[config.mk]
export PLATFORM = sky130hd
export DESIGN_NAME = word_holder
export DESIGN_NICKNAME = d
export VERILOG_FILES = /design/src/rtl/word_holder_pkg.sv /design/src/rtl/word_holder_sync_edge.sv /design/src/rtl/word_holder.sv
export SDC_FILE = /design/constraint.sdc
export NUM_CORES = 1
export LEC_CHECK = 0
export CAP_MARGIN = 20
export CORE_ASPECT_RATIO = 0.6
export CORE_MARGIN = 4
export CORE_UTILIZATION = 66
export CTS_BUF_LIST = sky130_fd_sc_hd__clkbuf_2 sky130_fd_sc_hd__clkbuf_4 sky130_fd_sc_hd__clkbuf_8
export DETAILED_ROUTE_END_ITERATION = 8
export PLACE_DENSITY = 0.86
export RECOVER_POWER = 50
export SKIP_LAST_GASP = 1
export SLEW_MARGIN = 20
export SYNTH_ARGS = -nofsm -noshare
export SYNTH_HDL_FRONTEND = slang
export SYNTH_SLANG_ARGS = --single-unit
[constraint.sdc]
create_clock -name sysclk -period 3 [get_ports sysclk]
set_clock_uncertainty 0.05 [all_clocks]
set_input_delay 0.45 -clock sysclk [delete_from_list [all_inputs] [get_ports sysclk]]
set_output_delay 0.45 -clock sysclk [all_outputs]
set_load 0.005 [all_outputs]
[src/rtl/word_holder_pkg.sv]
// Shared constants and helpers for the word_holder serial indicator.
// The frame is eight slots long: a start marker, the four data bits MSB
// first, then three idle slots.
package word_holder_pkg;

  localparam int FRAME_SLOTS = 8;
  localparam int SLOT_W      = 3;
  localparam int WORD_W      = 4;

  typedef logic [SLOT_W-1:0] slot_t;
  typedef logic [WORD_W-1:0] word_t;

  localparam logic START_LEVEL = 1'b1;
  localparam logic IDLE_LEVEL  = 1'b0;

  localparam slot_t SLOT_START = slot_t'(0);
  localparam slot_t SLOT_D3    = slot_t'(1);
  localparam slot_t SLOT_D2    = slot_t'(2);
  localparam slot_t SLOT_D1    = slot_t'(3);
  localparam slot_t SLOT_D0    = slot_t'(4);
  localparam slot_t SLOT_LAST  = slot_t'(FRAME_SLOTS - 1);

  // Line level for a given slot of a frame carrying 'word'.
  function automatic logic slot_level(input slot_t slot, input word_t word);
    logic level;
    level = IDLE_LEVEL;
    case (slot)
      SLOT_START: level = START_LEVEL;
      SLOT_D3:    level = word[3];
      SLOT_D2:    level = word[2];
      SLOT_D1:    level = word[1];
      SLOT_D0:    level = word[0];
      default:    level = IDLE_LEVEL;
    endcase
    return level;
  endfunction

endpackage

[src/rtl/word_holder_sync_edge.sv]
// Multi-flop synchroniser for asynchronous inputs, with a registered
// rising-edge pulse that is high on the same cycle the synced output first
// reads 1. Callers that only need the synced level leave the pulse unused.
module word_holder_sync_edge #(
  parameter int STAGES = 2,
  parameter int WIDTH  = 1
) (
  input  logic             clk,
  input  logic             rst_n,
  input  logic [WIDTH-1:0] d,
  output logic [WIDTH-1:0] q,
  output logic [WIDTH-1:0] rise
);

  logic [WIDTH-1:0] chain [STAGES];

  // Shift the raw input through the chain; the pulse looks one stage ahead so
  // it lines up with the chain output rather than trailing it.
  always_ff @(posedge clk) begin
    if (!rst_n) begin
      for (int i = 0; i < STAGES; i++) chain[i] <= '0;
      rise <= '0;
    end else begin
      chain[0] <= d;
      for (int i = 1; i < STAGES; i++) chain[i] <= chain[i-1];
      rise <= chain[STAGES-2] & ~chain[STAGES-1];
    end
  end

  assign q = chain[STAGES-1];

endmodule

[src/rtl/word_holder.sv]
// word_holder: captures a 4-bit switch word on a write-button rising edge and
// streams it forever as an 8-slot serial frame on 'out'. A new word is only
// adopted at the start of a frame, so a frame is never torn.
module word_holder
  import word_holder_pkg::*;
#(
  parameter int BIT_CYCLES  = 50000,
  parameter int SYNC_STAGES = 2
) (
  input  logic sysclk,
  input  logic rst_n,
  input  logic sw1,
  input  logic sw2,
  input  logic sw3,
  input  logic sw4,
  input  logic write,
  output logic out
);

  localparam int CNT_W = (BIT_CYCLES > 1) ? $clog2(BIT_CYCLES) : 1;
  localparam logic [CNT_W-1:0] BIT_LAST = CNT_W'(BIT_CYCLES - 1);

  word_t            word_s;
  word_t            unused_sw_rise;
  logic             unused_write_s;
  logic             write_rise;
  word_t            pending;
  word_t            frame;
  slot_t            slot_cnt;
  logic [CNT_W-1:0] bit_cnt;
  logic             frame_start;

  word_holder_sync_edge #(.STAGES(SYNC_STAGES), .WIDTH(WORD_W)) u_sync_sw (
    .clk   (sysclk),
    .rst_n (rst_n),
    .d     ({sw4, sw3, sw2, sw1}),
    .q     (word_s),
    .rise  (unused_sw_rise)
  );

  word_holder_sync_edge #(.STAGES(SYNC_STAGES), .WIDTH(1)) u_sync_write (
    .clk   (sysclk),
    .rst_n (rst_n),
    .d     (write),
    .q     (unused_write_s),
    .rise  (write_rise)
  );

  assign frame_start = (slot_cnt == SLOT_START) && (bit_cnt == '0);

  // Latch the synced switch word on each write rising edge.
  always_ff @(posedge sysclk) begin
    if (!rst_n) pending <= '0;
    else if (write_rise) pending <= word_s;
  end

  // Adopt the pending word on the first cycle of slot 0; a same-cycle capture
  // is therefore seen one frame later.
  always_ff @(posedge sysclk) begin
    if (!rst_n) frame <= '0;
    else if (frame_start) frame <= pending;
  end

  // Bit-time counter inside a slot, and slot counter wrapping after the last slot.
  always_ff @(posedge sysclk) begin
    if (!rst_n) begin
      bit_cnt  <= '0;
      slot_cnt <= SLOT_START;
    end else if (bit_cnt == BIT_LAST) begin
      bit_cnt  <= '0;
      slot_cnt <= (slot_cnt == SLOT_LAST) ? SLOT_START : slot_cnt + slot_t'(1);
    end else begin
      bit_cnt  <= bit_cnt + CNT_W'(1);
    end
  end

  // Registered line level, one cycle behind the counters.
  always_ff @(posedge sysclk) begin
    if (!rst_n) out <= IDLE_LEVEL;
    else out <= slot_level(slot_cnt, frame);
  end

endmodule

==> results.md <==
- Total Wirelength: 3080 um
- Root Buffer: clkbuf_8
- Largest net degree at the start of global routing: 16
- Cell area after synthesis: 1740 um2
- CTS hold repair buffers: 0
- Vias: 1181
- Syn Area/Cell: 9.87 um2
- Final nets: 198
- R2R depth: 5
- Clock buffer depth: 2
- PortBufs: 7
- Row cnt: 14
- Routed length on met2: 1320 um
- Die W: 74.2 um
- Non-filler cells, final: 216
- Fin. Hold Viols: 0
- Clock latency on the worst-skew pair: 0.29 ns
- Core footprint: 2500 um2
- Number of flops mapped to enable cells by yosys: 0
- Share of cells above drive strength 1: 15.8%
- First-pass GRT wire length: 5280 um
- CTS resizes: 0
- MaxCap Viol Count: 0
- CTS tree: built
- Initial cell density of the core: 69.4%
- Die height: 47.8 um
- Met3 routed WL: 172 um
- Worst Setup Path Type: reg -> reg
- Grt total ovfl: 0
- Clock-pin transition on the worst setup and hold timing paths: 0.08 ns
- FF-to-FF Start: bit_cnt[0]
- Antenna fix cells: 0
- Worst-path fanout max: 5
- Routability cong.: 0.858
- DR top layer: met4
- Outcome: complete, no violations
- Syn nets: 191
- Relative slew slack: 57.9%
- Worst reg-to-reg setup slack: 0.99 ns
- Startpoint types: flip-flop
- Die ar.: 3550 um2
- Power Density: 491 nW/um2
- ANT nets after route: 0
- Worst EP required: 3.16 ns
- Vias/cell: 5.47
- Fin crit share: 67.0%
- Post-synth ARST share: 0%
- Sum of negative setup slack: 0 ns
- Initial DRC count: 86
- Ports: 8
- Fillers: 166
- Hold path depth: 1
- Crit path capture type: flip-flop
- Post-synthesis sequential area ratio: 44.9%
- RR Endpoint: slot_cnt[2]
- CP endpoint: slot_cnt[2]
- Post-CTS setup buffers: 0
- Post-synth cell types: 38
- P_leak: 0.692 nW
- DR pass1 iterations: 4
- WL met1: 1560 um
- Remaining DRCs: 0
- Least-Margin Pin Slew: 0.627 ns
- Vias in the first global route: 1153
- Worst IR Drop VDD: 0.404 mV
- Syn Inst Count: 176
- Cells after DPL: 208
- TritonCTS Buffers: 5
- Ys Warns: 0
- Yosys reg bits: 39
- Clk sinks: 39
- Total number of H-tree levels: 2
- Critical path startpoint: bit_cnt[0]
- Min Hold Slack: 0.341 ns
- Setup Viol. Count Final: 0
- Area growth syn-to-layout: 8.06%
- Crit path time final: 2.01 ns
- Most used flip-flop cell after synthesis: dfxtp_1
- Max Slew Vio Count: 0
- Achievable Freq: 498 MHz
- CP Data Arrival Time: 2.17 ns
- Antenna violations before repair: 0
- Detailed placement HPWL: 2200 um
- Wire per inst: 14.3 um
- GRT Total Usage: 20.3%
- Min-delay worst type: reg -> reg
- RSZ-0062 raised after global routing: no
[layer usage]
| metal | up-vias | global-route usage [%] |
|---|---|---|
| met5 | - | 0 |
| li1 | 610 | - |
| met1 | 538 | 27.5 |
| met2 | 29 | 30.5 |
| met4 | 0 | 5.32 |
| met3 | 4 | 8.18 |
[flip-flops by register name, summed over array words and instances, names as in the netlist]
name,count
u_sync_write.rise,1
pending,4
out,1
u_sync_sw.chain,8
slot_cnt,3
frame,4
u_sync_write.chain,2
bit_cnt,16
[report_power, final]
group	switching, W	internal (W)
clock network	0.000183	0.000159
registers	0.00000830	0.000529
logic	0.0000226	0.0000205
total	0.000214	0.000709
[cells in the mapped netlist (3+ instances only)]
cell,number,area [um2]
a21oi_1,7,35.0
and2_1,11,68.8
dfxtp_1,39,781
ha_1,8,100
inv_1,12,45.0
mux2i_1,4,40.0
nand2_1,3,11.3
nand3_1,10,50.1
nand4_1,4,25.0
nor2_1,14,52.6
nor2_2,10,62.6
nor3_1,4,20.0
nor4_2,3,37.5
o21ai_0,6,30.0
xnor2_1,13,114
[critical path, cell delays in order, from the launching register on]
cell and delay (ns):
dfxtp_1 0.44, ha_1 0.24, nand3_1 0.22, nor3_1 0.60
a21oi_2 0.12, a311oi_2 0.25
[cells in the final DEF (no fill, tap or decap), drive strengths merged]
cell / count
a21oi: 8
xnor2: 13
nand4b: 1
a311oi: 1
clkinv: 3
nand2: 3
nor4b: 1
ha: 8
nor3: 6
a22oi: 1
mux2i: 4
and4: 1
nand4: 7
nor2b: 1
o22ai: 1
inv: 12
nor4: 5
nor2: 24
clkbuf: 5
o21ai: 7
xor2: 1
and3: 2
dlygate4sd3: 2
nand3: 11
dfxtp: 39
and4b: 1
clkdlybuf4s50: 5
and2: 11
[worst min-delay path by stage]
stage | start | to
after floorplan | u_sync_write.chain[0][1] | u_sync_write.rise
after global placement | u_sync_write.chain[0][1] | u_sync_write.rise
after detailed placement | u_sync_write.chain[0][1] | u_sync_write.rise
after CTS | u_sync_write.chain[0][1] | u_sync_write.rise
after global routing | u_sync_write.chain[0][1] | u_sync_write.rise
final | u_sync_write.chain[0][1] | u_sync_write.rise
[metrics by stage]
step                instance area (um2)  util, %  total power (W)  setup slack (ns)
floorplan                          1740        -         0.000577              1.44
global placement                   1800     72.0         0.000591              1.19
detailed placement                 1800     72.0         0.000594              1.15
CTS                                1890     75.4         0.000927              1.14
global route                       1880     75.0         0.000955             0.830
finish                             1880     75.0         0.000923             0.990
[logic make-up (layout without fill, tap and decap cells)]
family	after synthesis	after routing	synth area share [%]
adders and majority gates	8	8	5.76
buffers and inverters	19	27	5.11
and+or+nand+nor	74	74	28.0
DFF	39	39	44.9
AOI/OAI and AO/OA	18	18	6.84
xor gates and xnor gates	14	14	7.06
muxes	4	4	2.30
[layout make-up]
cell class                 count  area, um2  share of cell area, %
tap                           32       40.0                   2.13
timing repair buffer           7       70.1                   3.73
clock buffer                   5       68.8                   3.66
clock inverter                 3       15.0                  0.799
multi-input combinational    118        858                   45.7
sequential                    39        781                   41.6
inverter                      12       45.0                   2.40
(Power assumes the default switching activity.)
